### src/rtl/tone_to_scancode_tx.sv
// Plays a note index as a PS/2-style scan-code stream: make, hold, F0 break, code, gap.
// Optional typematic re-strobe during MAKE is enabled by defining TONE_TX_REPEAT_EN.
module tone_to_scancode_tx #(
    parameter int unsigned HOLD_CYCLES   = 1000,
    parameter int unsigned BRK_CYCLES    = 4,
    parameter int unsigned GAP_CYCLES    = 16,
    parameter int unsigned REPEAT_PERIOD = 250
) (
    input  logic       clk,
    input  logic       rst,
    input  logic       note_valid,
    output logic       note_ready,
    input  logic [3:0] med_ma,
    input  logic [3:0] low_ma,
    output logic [7:0] data,
    output logic       data_stb,
    output logic       busy,
    output logic       err
);

    localparam int unsigned MAX_HB  = (HOLD_CYCLES > BRK_CYCLES) ? HOLD_CYCLES : BRK_CYCLES;
    localparam int unsigned MAX_HBG = (MAX_HB > GAP_CYCLES) ? MAX_HB : GAP_CYCLES;
    localparam int unsigned MAX_ALL = (MAX_HBG > REPEAT_PERIOD) ? MAX_HBG : REPEAT_PERIOD;
    localparam int unsigned CNT_W   = $clog2(MAX_ALL) + 1;

    typedef enum logic [2:0] {
        StIdle,
        StMake,
        StBrkF0,
        StBrkCode,
        StGap
    } state_t;

    state_t           state_r;
    logic [CNT_W-1:0] cnt_r;
    logic [7:0]       code_r;
    logic [7:0]       lut_code;
    logic             lut_ok;

`ifdef TONE_TX_REPEAT_EN
    localparam int unsigned REP_W = $clog2(REPEAT_PERIOD) + 1;
    logic [REP_W-1:0] rep_r;
`endif

    // A note comes from exactly one range; both ranges set at once has no scan code.
    always_comb begin
        lut_ok   = 1'b1;
        lut_code = 8'h00;
        if (med_ma == 4'd0) begin
            case (low_ma)
                4'd0:    lut_code = 8'h29;
                4'd1:    lut_code = 8'h58;
                4'd2:    lut_code = 8'h1C;
                4'd3:    lut_code = 8'h1B;
                4'd4:    lut_code = 8'h23;
                4'd5:    lut_code = 8'h2B;
                4'd6:    lut_code = 8'h34;
                4'd7:    lut_code = 8'h33;
                4'd8:    lut_code = 8'h2C;
                4'd9:    lut_code = 8'h43;
                4'd10:   lut_code = 8'h44;
                4'd11:   lut_code = 8'h54;
                4'd12:   lut_code = 8'h5D;
                4'd13:   lut_code = 8'h66;
                default: lut_ok   = 1'b0;
            endcase
        end else if (low_ma == 4'd0) begin
            case (med_ma)
                4'd1:    lut_code = 8'h3B;
                4'd2:    lut_code = 8'h42;
                4'd3:    lut_code = 8'h4B;
                4'd4:    lut_code = 8'h4C;
                4'd5:    lut_code = 8'h52;
                4'd6:    lut_code = 8'h5A;
                4'd7:    lut_code = 8'h71;
                4'd8:    lut_code = 8'h69;
                4'd9:    lut_code = 8'h7A;
                4'd10:   lut_code = 8'h6C;
                default: lut_ok   = 1'b0;
            endcase
        end else begin
            lut_ok = 1'b0;
        end
    end

    always_ff @(posedge clk) begin
        if (rst) begin
            state_r    <= StIdle;
            cnt_r      <= '0;
            code_r     <= 8'h00;
            data       <= 8'h00;
            data_stb   <= 1'b0;
            busy       <= 1'b0;
            err        <= 1'b0;
            note_ready <= 1'b1;
`ifdef TONE_TX_REPEAT_EN
            rep_r      <= '0;
`endif
        end else begin
            data_stb <= 1'b0;
            err      <= 1'b0;
            case (state_r)
                StIdle: begin
                    if (note_valid && note_ready) begin
                        if (lut_ok) begin
                            state_r    <= StMake;
                            code_r     <= lut_code;
                            data       <= lut_code;
                            data_stb   <= 1'b1;
                            busy       <= 1'b1;
                            note_ready <= 1'b0;
                            cnt_r      <= CNT_W'(HOLD_CYCLES);
`ifdef TONE_TX_REPEAT_EN
                            rep_r      <= REP_W'(REPEAT_PERIOD);
`endif
                        end else begin
                            err <= 1'b1;
                        end
                    end
                end
                StMake: begin
                    if (cnt_r == CNT_W'(1)) begin
                        state_r  <= StBrkF0;
                        data     <= 8'hF0;
                        data_stb <= 1'b1;
                        cnt_r    <= CNT_W'(BRK_CYCLES);
                    end else begin
                        cnt_r <= cnt_r - 1'b1;
`ifdef TONE_TX_REPEAT_EN
                        // Exit cycle is excluded by the branch above; F0 strobes there instead.
                        if (rep_r == REP_W'(1)) begin
                            data_stb <= 1'b1;
                            rep_r    <= REP_W'(REPEAT_PERIOD);
                        end else begin
                            rep_r <= rep_r - 1'b1;
                        end
`endif
                    end
                end
                StBrkF0: begin
                    if (cnt_r == CNT_W'(1)) begin
                        state_r  <= StBrkCode;
                        data     <= code_r;
                        data_stb <= 1'b1;
                        cnt_r    <= CNT_W'(BRK_CYCLES);
                    end else begin
                        cnt_r <= cnt_r - 1'b1;
                    end
                end
                StBrkCode: begin
                    if (cnt_r == CNT_W'(1)) begin
                        state_r <= StGap;
                        data    <= 8'h00;
                        cnt_r   <= CNT_W'(GAP_CYCLES);
                    end else begin
                        cnt_r <= cnt_r - 1'b1;
                    end
                end
                StGap: begin
                    if (cnt_r == CNT_W'(1)) begin
                        state_r    <= StIdle;
                        busy       <= 1'b0;
                        note_ready <= 1'b1;
                    end else begin
                        cnt_r <= cnt_r - 1'b1;
                    end
                end
                default: begin
                    state_r    <= StIdle;
                    busy       <= 1'b0;
                    note_ready <= 1'b1;
                end
            endcase
        end
    end

endmodule

### config.mk
export PLATFORM = sky130hd
export DESIGN_NAME = tone_to_scancode_tx
export DESIGN_NICKNAME = d
export VERILOG_FILES = /design/src/rtl/tone_to_scancode_tx.sv
export SDC_FILE = /design/constraint.sdc
export NUM_CORES = 1
export LEC_CHECK = 0
export ABC_AREA = 1
export CELL_PAD_IN_SITES_DETAIL_PLACEMENT = 1
export CELL_PAD_IN_SITES_GLOBAL_PLACEMENT = 1
export CORE_MARGIN = 2
export CORE_UTILIZATION = 31
export CTS_CLUSTER_SIZE = 14
export DETAILED_ROUTE_END_ITERATION = 16
export PLACE_DENSITY_LB_ADDON = 0.1
export SLEW_MARGIN = 15
export SYNTH_ARGS = -nofsm -noshare
export SYNTH_HDL_FRONTEND = slang
export SYNTH_SLANG_ARGS = --single-unit
### constraint.sdc
create_clock -name clk -period 3.55 [get_ports clk]
set_input_delay 0.5325 -clock clk [delete_from_list [all_inputs] [get_ports clk]]
set_output_delay 0.5325 -clock clk [all_outputs]
set_load 0.05 [all_outputs]
---- Word-level counts from Yosys, hierarchy flattened ----
Cells that the tools add are included.
cells by class
  $add $sub $neg .......................... 1
  equal/unequal tests ..................... 35
  muxes and demuxes ....................... 40
  bitwise gates (word level) .............. 3
  reductions and logical operators ........ 16
operator list
  operator                                                                 number
  7-bit case mux with 14 select lines                                      1
  7-bit case mux with 10 select lines                                      1
  11-bit 2-to-1 mux                                                        5
  8-bit 2-to-1 mux                                                         6
  11-bit case mux with 4 select lines                                      1
  4-bit equality test (second input constant)                              9
  4-bit by 3-bit equality test with 1-bit output (second input constant)   8
  8-bit case mux with 4 select lines                                       1
  3-bit 2-to-1 mux                                                         6
  4-bit by 2-bit equality test with 1-bit output (second input constant)   4
  3-bit case mux with 5 select lines                                       1
  1-bit 2-to-1 mux                                                         14
  2-bit != test (second input constant)                                    7
  14-bit OR reduction                                                      1
  6-bit AND reduction                                                      2
  11-bit by 1-bit equality test with 1-bit output (second input constant)  1
  11-bit by 1-bit subtractor with 11-bit output (second input constant)    1
  10-bit OR reduction                                                      1
  4-bit by 1-bit equality test with 1-bit output (second input constant)   2
  4-bit logical NOT                                                        2
  4-bit AND reduction                                                      2
  4-bit nonzero test                                                       2
  7-bit 2-to-1 mux                                                         1
  3-bit by 2-bit equality test with 1-bit output (second input constant)   2
  10 further kinds                                                         14
word-level totals
  flip-flop bits (word level) ............. 34
  input bits .............................. 11
  output and inout port bits .............. 12
  logic and storage cells ................. 103

---- Longest topological paths before layout ----
Gate-level depths: netlist (run 1).
  depth after elaboration ................. 8
  depth in mapped cells ................... 13
  gate-level depth less buffers ........... 12

---- Worst setup path before layout (run 1) ----
Ideal clock, no wire load.
  path kind ............................... input -> register
  from .................................... input low_ma[0]
  to ...................................... register code_r[5]
  library setup time ...................... 0.119 ns
  arrival time ............................ 1.526 ns
  required time ........................... 3.431 ns
  slack ................................... 1.905 ns
  stages .................................. 9
  path buffers ............................ 1
  path through ............................ inv_1 > nand2_1 > nor2_4 > nand2_1 > nand2_2 > nand3_1 > buf_4 > o21ai_0 > a21oi_1
between the ends
  word-level cells in the longest chain between the ends .. 5
  elaborated cells between the ends (all ways) .. 22
  classes of those cells .................. eq/ne: 13; mux: 6; reduce/logical: 3
RTL lines
  item                                               RTL line  RTL
  start, declared                                    14        input logic [3:0] low_ma,
  4-bit equality test, or another cell as far along  50        case (low_ma)
  14-bit OR reduction (no line)                      -
  1-bit 2-to-1 mux                                   50
  1-bit 2-to-1 mux                                   49        if (med_ma == 4'd0) begin
  3-bit AND reduction (no line)                      -
  end signal, assigned                               107       code_r <= lut_code;
  end, declared                                      36        logic [7:0] code_r;
Parallel ways exist; a longest one is shown, timed or not.
A chain may end at the register's enable or synchronous reset.

---- Worst setup path after layout (run 1) ----
  from .................................... input low_ma[1]
  to ...................................... register data[0]
between the ends
  word-level cells in the longest chain between the ends .. 6
  elaborated cells between the ends (all ways) .. 26
  classes of those cells .................. eq/ne: 14; mux: 9; reduce/logical: 3
RTL lines
  item                                                                              RTL line  RTL
  4-bit equality test, or another cell as far along                                 50
  7-bit case mux with 14 select lines, or another cell as far along                 50
  8-bit 2-to-1 mux / 1-bit 2-to-1 mux (equally long branches)                       49, 50
  8-bit 2-to-1 mux / 1-bit 2-to-1 mux (equally long branches)                       105, 49
  8-bit 2-to-1 mux / 2-bit != test (equally long branches)                          -
  8-bit case mux with 4 select lines / 6-bit AND reduction (equally long branches)  -
  end signal, assigned                                                              108       data <= lut_code;
  end signal, assigned                                                              143       data <= code_r;
  end, declared                                                                     15        output logic [7:0] data,
Parallel ways exist; a longest one is shown, timed or not. The select of a mux whose other input is x is not followed.

==> impl_metrics.tcl, run 1 <==
set metrics [dict create \
    status "finished clean" \
    path_max_fanout 11 \
    hp-class "flop to flop" \
    leakagePower_nw 1.21 \
    slew_viol_final 0 \
    hold_slack_ns 0.456 \
    powerDensity_mw_per_mm2 500 \
    grt_antenna_before_repair 0 \
    startpoint_type "input port" \
    cts_tree "yes" \
    relSlewSlack_pct 48.9 \
    path_cells "clkdlybuf4s50_1 > inv_1 > nand2_1 > nor2_4 > nand2_1 > nand2_2 > nand3_1 > nand2_2 > inv_1 > nor2_1 > nor2_1" \
    antenna_left 0 \
    hpwlAfterDp_um 4570 \
    path_delay_family "simple AND/OR/NAND/NOR gates" \
    yosysUniqueCellTypes 33 \
    whs_path_depth 2 \
    ff2ff_setup_slack_ns 1.64 \
    netlist_top_cells_area "dfxtp_1 31%, nand2_1 17%, nor2_1 10%" \
    reg2regPathDepth 10 \
    tightestPinTransition_ns 0.766 \
    crit_arrival_ns 2.61 \
    ys_warn_count 0 \
    timing.rr.start "cnt_r[4]" \
    post-route-period-util_pct 68.2 \
    finalCriticalPeriod_ns 2.42 \
    fill_cells 905 \
    numCtsBuffers 5 \
    worst-path-buf-inv 3 \
    nets 390 \
    avgSynthCellArea_um2 6.10 \
    hold_viol 0 \
    cts_hold_repair.buffers 0 \
    die_w_um 87.4 \
    rsz0062_at_grt "false" \
    yosysTopAreaCell "dfxtp_1" \
    final_common_cell "nand2_1" \
    crit_slowest_cell "clkdlybuf4s50_1" \
    first_pass_iters 4 \
    clkLatencyLatePin_ns 0.29 \
    cts.path.max_buffers 2 \
    post_drt_wl_per_cell_um 13.3 \
    final_cell_mix "100 x nand2_1, 58 x nor2_1, 40 x inv_1" \
    syn_inst 354 \
    path_clk_slew_ns 0.08 \
    overflow 0 \
    htree_num_levels 2 \
    worstHoldStart "code_r[4]" \
    skew_ns 0.00804 \
    fin_util_pct 38.0 \
    criticalPathCategory "input port to flop" \
    fin_tns_setup_ns 0 \
    grt_max_degree 24 \
    max_freq_mhz 413 \
    drtIter0Drc 64 \
    setup_viol 0 \
    cts-resized-gates 0 \
    post_cts_buffers 0 \
    clockRootBuffer "clkbuf_8" \
    peakVddDrop_mv 0.186 \
    cpPeakStageDelay_ns 0.58 \
    area_growth_pct 19.0 \
    grt_pass1_wl_um 10400 \
    ys_seq_area_share_pct 30.6 \
    track_usage_pct 17.3 \
    grt_pass1_vias 2202 \
    vias_per_cell 4.81 \
    rr_endpoint "data[0]" \
    routed_wl_um 6090 \
    endpoint_kind "flop" \
    port_buffers 22 \
    yosysTopAreaCellShare_pct 30.6 \
    netlist_area_mm2 0.00216 \
    drv_cap 0 \
    start_util_pct 31.9 \
    die_area_mm2 0.00765 \
    clock-sinks 33 \
    drive_gt1_share_pct 8.47 \
    whs_endpoint "code_r[4]" \
    core_area_mm2 0.00676 \
    drc 0 \
    rows 30 \
    via_count 2202 \
    place.gp.congestion 0.806 \
    synthesis.nets 367 \
    io_pins 23 \
    worstPathRequired_ns 3.74 \
    synth-seq-cells 33 \
    antennaDiodeCount 0 \
    die_y_um 87.4 \
]
[worst min-delay path: cells and delay by family (launching register included)]
| family | cells | cell delay [ns] |
|---|---|---|
| compound gates | 1 | 0.05 |
| flops | 1 | 0.30 |
| buf+inv | 1 | 0.06 |
[power breakdown]
part / total (mW) / internal [mW] / switching [mW]
Combinational: 0.425 / 0.140 / 0.286
Sequential: 0.426 / 0.402 / 0.0235
Clock: 0.434 / 0.279 / 0.155
[layout make-up]
| cell class | instances | area (um2) | share of cell area (%) |
|---|---|---|---|
| Clock buffer | 5 | 68.8 | 2.68 |
| Clock inverter | 3 | 65.1 | 2.53 |
| Inverter | 45 | 169 | 6.58 |
| Multi-Input combinational cell | 269 | 1280 | 49.7 |
| Sequential cell | 33 | 661 | 25.7 |
| Tap cell | 80 | 100 | 3.90 |
| Timing Repair Buffer | 23 | 228 | 8.87 |
[synthesized netlist by cell type]
cell,count
a21oi_1,15
a21oi_2,1
a31oi_1,1
and2_1,1
buf_2,2
buf_4,1
buf_6,1
buf_8,1
clkbuf_1,2
dfxtp_1,33
ha_1,2
inv_1,40
inv_2,5
nand2_1,100
nand2_2,8
nand2_4,2
nand3_1,24
nand3b_1,2
nand4_1,5
nor2_1,58
nor2_2,3
nor2_4,1
nor2_8,1
nor3_1,4
o211ai_1,3
o21a_1,1
o21ai_0,26
o21ai_1,2
o21ai_2,1
o21ai_4,1
o22ai_1,1
xnor2_1,1
xor2_1,5
[per-stage QoR]
step / cells / setup slack (ns) / instance area [um2] / power [mW]
after floorplan: 354 / 1.90 / 2160 / 0.751
after global placement: 450 / 0.861 / 2430 / 0.845
after detailed placement: 450 / 0.780 / 2430 / 0.853
after CTS: 458 / 1.09 / 2570 / 1.30
after global routing: 458 / 0.819 / 2570 / 1.38
final: 458 / 1.13 / 2570 / 1.29
[how the worst max path moves through the flow]
stage               startpoint         to  cells after the start
global placement     low_ma[1]    data[3]                     11
finish               low_ma[1]    data[0]                     11
detailed placement   low_ma[1]    data[0]                     11
floorplan            low_ma[0]  code_r[5]                      9
CTS                  low_ma[1]    data[0]                     11
global route         low_ma[1]    data[2]                     11
[flip-flops by register name, summed over array words and instances, names as in the netlist]
signal,flops
busy,1
data_stb,1
cnt_r,11
code_r,7
data,8
state_r,3
note_ready,1
err,1
[kinds of logic after synthesis]
| group | after synthesis | synth area share (%) |
|---|---|---|
| and+or+nand+nor | 209 | 42.1 |
| AOI/OAI and AO/OA | 52 | 13.5 |
| buffers and inverters | 52 | 10.2 |
| DFF | 33 | 30.6 |
| xor gates and xnor gates | 6 | 2.43 |
| adders and majority gates | 2 | 1.16 |
[routing by layer]
| layer | GRT usage, % | wire (um) | share of wire (%) | vias up |
|---|---|---|---|---|
| met2 | 29.3 | 2990 | 49 | 20 |
| met5 | 0 | 0 | 0 | - |
| met4 | 2.94 | 37 | 0.61 | 0 |
| met3 | 3.70 | 115 | 1.9 | 4 |
| met1 | 22.7 | 2950 | 48 | 1020 |
| li1 | - | - | - | 1158 |
Power figures use the tool's default switching activity.
==> run 2: changes to the inputs <==
==> constraint.sdc (replaced) <==
create_clock -name clk -period 2.1 [get_ports clk]
set_input_delay 0.315 -clock clk [delete_from_list [all_inputs] [get_ports clk]]
set_output_delay 0.315 -clock clk [all_outputs]
set_load 0.05 [all_outputs]
==> impl_metrics.tcl, run 2 (synthesis gave the netlist of run 1 again) <==
set metrics [dict create \
    post_cts_buffers 0 \
    via_count 2305 \
    numCtsBuffers 5 \
    finalCriticalPeriod_ns 1.90 \
    ff2ff_setup_slack_ns 0.39 \
    place_inst 469 \
    skew_ns 0.00467 \
    drtIter0Drc 70 \
    antenna_left 0 \
    die_w_um 87.4 \
    crit_slowest_cell "clkdlybuf4s50_1" \
    post_drt_wl_per_cell_um 13.2 \
    grt_antenna_before_repair 0 \
    grt_pass1_vias 2410 \
    relSlewSlack_pct 66.2 \
    routed_wl_um 6300 \
    worstPathRequired_ns 2.29 \
    track_usage_pct 18.2 \
    cts_hold_repair.buffers 0 \
    start_util_pct 31.9 \
    post-route-period-util_pct 90.4 \
    largest_register "cnt_r" \
    crit_arrival_ns 2.08 \
    top_regs "cnt_r x11, data x8, code_r x7" \
    rsz0062_at_grt "false" \
    cts_tree "yes" \
    cts-resized-gates 0 \
    die_y_um 87.4 \
    criticalPathCategory "input port to flop" \
    drv_cap 0 \
    overflow 0 \
    final_cell_mix "100 x nand2_1, 58 x nor2_1, 40 x inv_1" \
    htree_num_levels 2 \
    fin_tns_setup_ns 0 \
    hp-class "flop to flop" \
    first_pass_iters 4 \
    max_freq_mhz 527 \
    vias_per_cell 4.83 \
    drc 0 \
    nets 409 \
    place.gp.congestion 0.801 \
    grt_pass1_wl_um 11000 \
    clkLatencyLatePin_ns 0.29 \
    die_area_mm2 0.00765 \
    path_max_fanout 8 \
    powerDensity_mw_per_mm2 801 \
    startpoint_type "input port" \
    clock-sinks 33 \
    grt_max_degree 24 \
    cts.path.max_buffers 2 \
    reg2regPathDepth 10 \
    fill_cells 898 \
    status "finished clean" \
    antennaDiodeCount 0 \
    tightestPinTransition_ns 0.505 \
    cpPeakStageDelay_ns 0.53 \
    final_common_cell "nand2_1" \
    area_growth_pct 26.8 \
    finalPower_mw 2.19 \
    rows 30 \
    port_buffers 22 \
    drive_gt1_share_pct 12.8 \
    peakVddDrop_mv 0.362 \
    io_pins 23 \
    stdcell_count 477 \
    path_cells "clkdlybuf4s50_1 > o21ai_0 > nand3_1 > nand2_1 > nand2_2 > nand3_1 > nand2_2 > buf_12 > o21ai_0 > nor2_1" \
    whs_path_depth 2 \
    setup_viol 0 \
    largest_reg_flops 11 \
    hold_viol 0 \
    core_area_mm2 0.00676 \
    leakagePower_nw 1.31 \
    clockRootBuffer "clkbuf_8" \
    endpoint_kind "flop" \
    path_clk_slew_ns 0.08 \
    slew_viol_final 0 \
    hpwlAfterDp_um 4780 \
]
run 2: cell count changes in the layout (fill, tap and decap cells not counted), sizes merged:
cell | previous run | this run
buf | 1 | 20
run 2: through the flow:
stage / util (%) / area (um2) / hold slack (ns) / worst slack (ns)
after floorplan: - / 2160 / 0.425 / 0.626
after global placement: 38.5 / 2600 / 0.450 / -0.0541
after detailed placement: 38.5 / 2600 / 0.448 / -0.114
after CTS: 40.5 / 2740 / 0.462 / 0.186
after global routing: 40.5 / 2740 / 0.483 / 0.00138
final: 40.5 / 2740 / 0.458 / 0.201
run 2: critical path: cells and delay by family:
| family | cells | cell delay (ns) |
|---|---|---|
| AND/OR/NAND/NOR | 6 | 0.67 |
| AO/OA/AOI/OAI | 2 | 0.42 |
| buffers and inverters | 2 | 0.69 |
run 2: final cells by class:
class	instances	area [um2]	area share, %
tap	80	100	3.66
inverter	45	169	6.17
clock inverter	3	65.1	2.38
multi-input combinational	269	1280	46.7
sequential	33	661	24.1
clock buffer	5	68.8	2.51
timing repair buffer	42	395	14.4
run 2: metal layers:
| layer | vias to the layer above | wire length (um) | track usage [%] |
|---|---|---|---|
| met5 | - | 0 | 0 |
| met4 | 0 | 49 | 4.20 |
| met3 | 5 | 105 | 2.94 |
| met2 | 18 | 3130 | 32.2 |
| met1 | 1082 | 3020 | 23.1 |
| li1 | 1200 | - | - |
run 2: power by group:
part	internal (mW)	leakage (nW)	switching, mW
registers	0.680	0.268	0.0403
logic	0.263	0.974	0.472
clock network	0.472	0.0681	0.263
run 2: worst paths after layout:
kind                            startpoint        end
worst min-delay path             code_r[4]  code_r[4]
worst max register to register    cnt_r[0]    data[3]
worst min register to register   code_r[4]  code_r[4]
worst max-delay path             med_ma[2]    data[3]
==> patch 1: new RTL, settings of run 2 <==
`GAP_CYCLES`: 16 -> 64.
--- a/src/rtl/tone_to_scancode_tx.sv
+++ b/src/rtl/tone_to_scancode_tx.sv
@@ -5,3 +5,3 @@
     parameter int unsigned BRK_CYCLES    = 4,
-    parameter int unsigned GAP_CYCLES    = 16,
+    parameter int unsigned GAP_CYCLES    = 64,
     parameter int unsigned REPEAT_PERIOD = 250
Function: same outputs for any inputs over 10 cycles, from zero or initial values and one cycle with rst high; that may be too few to reach the edited logic, so the function may still have changed.
==> patch 1 against run 2 <==
Synthesized area is 4.1% higher; worst setup slack improved by 62 ps; highest routed layer unchanged; sequential cell count unchanged; design area grew 1.0%; largest cell class unchanged; synthesized cell count grew 4.0%; fmax rose by 3.4%; power is 16% higher; wire length up 6.0%; clock power fell by 14%.
==> patch 1: results (changes against run 2) <==
Place
  – HPWL after DPL: 5230 µm (+9.3%)
  – Pre-CTS WS: -39.3 ps (+74.4 ps)
  – RePlAce Congestion: 0.830 (+3.7%)
  – Placed Area: 2650 µm² (+1.7%)
  – Port Buffer Count: 22 (unchanged)

Logic synthesis
  – Post-Synth Adder-Cell Area: 0.0111 (-0.000452)
  – Compound-Gate Fraction of Synth Area: 0.137 (+0.00197)
  – Seq/Total Area, Yosys: 0.294 (-0.0119)
  – Yosys cell types: 31 (-6.1%)
  – Synth Net Count: 381 (+3.8%)
  – Post-synthesis mux area share: 0 (unchanged)
  – Synth area leaders: dfxtp_1 29%, nand2_1 17%, nor2_1 9.2%
  – XOR/XNOR Fraction of Synth Area: 0.0195 (-0.00485)
  – Commonest cells in the netlist: 104 x nand2_1, 55 x nor2_1, 41 x inv_1

Clock tree
  – Worst skew pair latency: 290 ps (about the same)
  – # resized after CTS: 0 (unchanged)
  – H-tree levels: 2 (unchanged)

Min path
  – Worst min path class: flip-flop to flip-flop
  – Hold endpoint: code_r[4]
  – Hold Path Depth: 2 (unchanged)

Global routing
  – First-pass GRT wire length: 11000 µm (-0.87%)
  – Antenna violations before repair: 0 (unchanged)
  – Gr usage total: 0.178 (-0.00390)
  – Largest net degree at the start of global routing: 25 (+4.2%)

Setup path
  – Worst R2R End: cnt_r[5]
  – Max Fanout on Critical Path: 21 (+13)
  – CP arrival: 2020 ps (-60 ps)
  – Flop2flop setup slack: 320 ps (-70 ps)
  – R2R cell count: 10 (unchanged)
  – RR Startpoint: cnt_r[1]

Power
  – Max rail drop VDD: 0.411 mV (+13%)
  – Leak pwr: 1.32 nW (+0.93%)

Timing
  – Clk_skew: 7.05 ps (+2.38 ps)
  – Relative slew slack: 0.664 (+0.00205)
  – Max Slew Vio Count: 0 (unchanged)

Cells and area
  – Layout cell share with drive strength beyond 1: 0.125 (-0.00316)
  – Fillers: 993 (+11%)
  – Biggest regs: cnt_r: 11 flops, data: 8 flops, code_r: 7 flops
  – Total inserted antenna cells: 0 (unchanged)
  – Final #Nets: 419 (+2.4%)

Routing
  – Vias post-DR: 2402 (+4.2%)
  – Wirelength, routed: 6680 µm (+6.0%)
  – Drt initial violations: 70 (unchanged)

Status
  – Run status: finished clean
[patch 1: changes by cell type after synthesis, sizes merged, moves of 3 or more]
cell	change
a21oi	+6
nand3	+6
o21ai	-5
nand2	+4
buf	+3
nor3	-3
[patch 1: stage by stage]
step / TNS (ps) / util / std cells / hold WS [ps]
2_1_floorplan: 0 / - / 368 / 424
3_3_place_gp: 0 / 0.371 / 498 / 442
3_5_place_dp: -406 / 0.371 / 498 / 445
4_1_cts: 0 / 0.387 / 506 / 458
5_1_grt: 0 / 0.387 / 506 / 480
6_report: 0 / 0.387 / 506 / 454
[patch 1: final cells by class]
class	instances	area share
repair buffers	40	0.129
flip-flops and latches	33	0.239
clock inverters	1	0.0109
clock buffers	7	0.0312
multi-input cells	278	0.480
well taps	99	0.0448
inverters	48	0.0652
[patch 1: worst max path at each step]
| stage | from | endpoint | slack, ps | depth (start not counted) |
|---|---|---|---|---|
| 3_5_place_dp | med_ma[2] | cnt_r[6] | -40 | 11 |
| 6_report | med_ma[2] | cnt_r[0] | 260 | 11 |
| 3_3_place_gp | med_ma[2] | cnt_r[10] | 20 | 11 |
| 5_1_grt | med_ma[2] | cnt_r[10] | 80 | 11 |
| 4_1_cts | med_ma[2] | cnt_r[0] | 260 | 11 |
| 2_1_floorplan | low_ma[1] | cnt_r[0] | 590 | 12 |
[patch 1: critical path: stages]
cell and delay (ps):
clkdlybuf4s50_1 540, o21ai_0 320, nand3_1 160, nand2_2 100, nand2_4 60, nand2_2 80, nand2_4 50, nand2_4 190
nand2_1 80, nand2_1 60, nor2_1 40
[patch 1: cell families (layout without fill, tap and decap cells)]
kind of cell / Yosys count / after routing
AO/OA/AOI/OAI: 56 / 56
XOR/XNOR: 5 / 5
adder cells (fa/ha/maj): 2 / 2
AND/OR/NAND/NOR: 215 / 215
buffers and inverters: 57 / 96
flip-flops: 33 / 33
[patch 1: per-layer routing]
metal | track usage | up-vias | routed length, µm
met3 | 0.0323 | 10 | 168
li1 | - | 1243 | -
met2 | 0.291 | 30 | 3010
met5 | 0 | - | 0
met4 | 0.0529 | 0 | 107
met1 | 0.241 | 1119 | 3400
[patch 1: power by group]
part	leakage (nW)	switching, W	internal [W]
Sequential	0.268	0.0000734	0.000708
Combinational	0.996	0.000733	0.000397
Clock	0.0585	0.000247	0.000387
==> patch 2: new RTL, settings of run 2 <==
Made on the original files. The 5 states of `state_t` get a one-hot encoding in 5 bits.
--- a/src/rtl/tone_to_scancode_tx.sv
+++ b/src/rtl/tone_to_scancode_tx.sv
@@ -25,8 +25,8 @@
 
-    typedef enum logic [2:0] {
-        StIdle,
-        StMake,
-        StBrkF0,
-        StBrkCode,
-        StGap
+    typedef enum logic [4:0] {
+        StIdle    = 5'b00001,
+        StMake    = 5'b00010,
+        StBrkF0   = 5'b00100,
+        StBrkCode = 5'b01000,
+        StGap     = 5'b10000
     } state_t;
Check against the original RTL: no difference found for any inputs over 10 cycles, from zero or initial values and one cycle with rst high; not proved beyond that.
==> patch 2 against run 2 <==
Die area rose by 15%; wire length rose by 13%; worst hold slack got worse by 7.2 ps; synthesized cell count rose by 20%; global-route usage fell by 0.66 points; sequential cell count rose by 2; worst setup slack improved by 97 ps; fmax rose by 5.4%; design area rose by 11%; synthesized area rose by 15%; critical path depth fell by 9.
Power is not compared: it rests on default switching activity, and its combinational part moved more than twofold at a synthesized area within 25%.
==> patch 2: results (changes against run 2) <==
Setup path
  – RR Startpoint: cnt_r[0]
  – Critical Path Source: note_ready
  – CP arrival: 1490 ps (-590 ps)
  – Largest stage delay, worst path: 820 ps (+290 ps)
  – Max Fanout on Critical Path: 3 (-5)

Place
  – Placed Area: 2940 µm² (+13%)
  – RePlAce Congestion: 0.816 (+2.0%)
  – HPWL after DPL: 5690 µm (+19%)

Logic synthesis
  – Compound-Gate Fraction of Synth Area: 0.0513 (-0.0838)
  – Yosys cell types: 29 (-12%)
  – Post-Syn Instances: 426 (+20%)
  – Synth area leaders: dfxtp_1 28%, nand2_1 23%, nor2_1 11%
  – Synth Net Count: 439 (+20%)
  – XOR/XNOR Fraction of Synth Area: 0.0246 (+0.000275)
  – Post-Synth Adder-Cell Area: 0.0101 (-0.00154)
  – Synthesis warning total: 0 (unchanged)
  – Seq/Total Area, Yosys: 0.281 (-0.0247)
  – Commonest cells in the netlist: 151 x nand2_1, 75 x nor2_1, 49 x inv_1
  – Post-synthesis mux area share: 0 (unchanged)

Clock tree
  – CTS buffer count: 5 (unchanged)
  – # resized after CTS: 0 (unchanged)
  – Setup Fix Bufs, Post-CTS: 0 (unchanged)
  – Worst skew pair latency: 290 ps (about the same)
  – H-tree levels: 2 (unchanged)

Min path
  – Hold path startpoint: code_r[4]
  – Worst min path class: flip-flop to flip-flop

Global routing
  – M3 GR Usage: 0.0338 (+0.00446)
  – Antenna violations before repair: 0 (unchanged)
  – GR Layer Usage met2: 0.301 (-0.0214)
  – Gr usage total: 0.176 (-0.00663)
  – First-pass GRT wire length: 12300 µm (+12%)
  – GR Layer Usage met1: 0.227 (-0.00385)
  – Vias in the first global route: 2702 (+12%)
  – Largest net degree at the start of global routing: 19 (-21%)

Routing
  – Drt initial violations: 107 (+53%)
  – Metal2 WL: 3350 µm (+7.2%)
  – Via/cell ratio: 4.64 (-3.9%)
  – Met3 WL: 233 µm (+120%)
  – Routed length on met1: 3420 µm (+13%)
  – Post-DR wirelength/cell: 12.4 µm (-6.3%)

Cells and area
  – Final #Nets: 483 (+18%)
  – Total inserted antenna cells: 0 (unchanged)
  – Final std cell area, no fill: 3030 µm² (+11%)
  – Layout Cells excl Fill: 573 (+20%)
  – Layout cell share with drive strength beyond 1: 0.127 (-0.00107)

Power
  – Max rail drop VDD: a little over 0.8 mV
  – P_seq: roughly 0.0011 W
  – Leak pwr: ~1.5 nW

Timing
  – Relative slew slack: 0.663 (+0.00137)
  – Clk_skew: 5.10 ps (+0.432 ps)

Status
  – Run status: finished clean
-- patch 2: layout make-up --
class,instances,area (µm²)
Timing Repair Buffer,43,378
Tap cell,102,128
Inverter,57,214
Clock buffer,5,68.8
Clock inverter,3,15.0
Fill cell,1068,4740
Multi-Input combinational cell,328,1520
Sequential cell,35,701
-- patch 2: worst paths after layout --
check                to  slack, ps  cells past startpoint
min reg2reg   code_r[4]        450                      2
max reg2reg     data[7]        300                     10
max          note_ready        300                      1
min           code_r[4]        450                      2
-- patch 2: through the flow --
step | worst slack (ps) | TNS, ps
floorplan | 474 | 0
global placement | 71.1 | 0
detailed placement | -1.73 | -2.88
CTS | 255 | 0
global route | 59.8 | 0
finish | 298 | 0
-- patch 2: worst reg2reg max path, cell delays in order, from the launching register on --
cell,delay (ps)
dfxtp_1,360
ha_1,150
inv_1,40
nor3_1,270
nand2_1,180
nand2_1,120
nand2_1,100
nor2_2,270
nand2_1,90
nand2_1,70
nor2_1,40
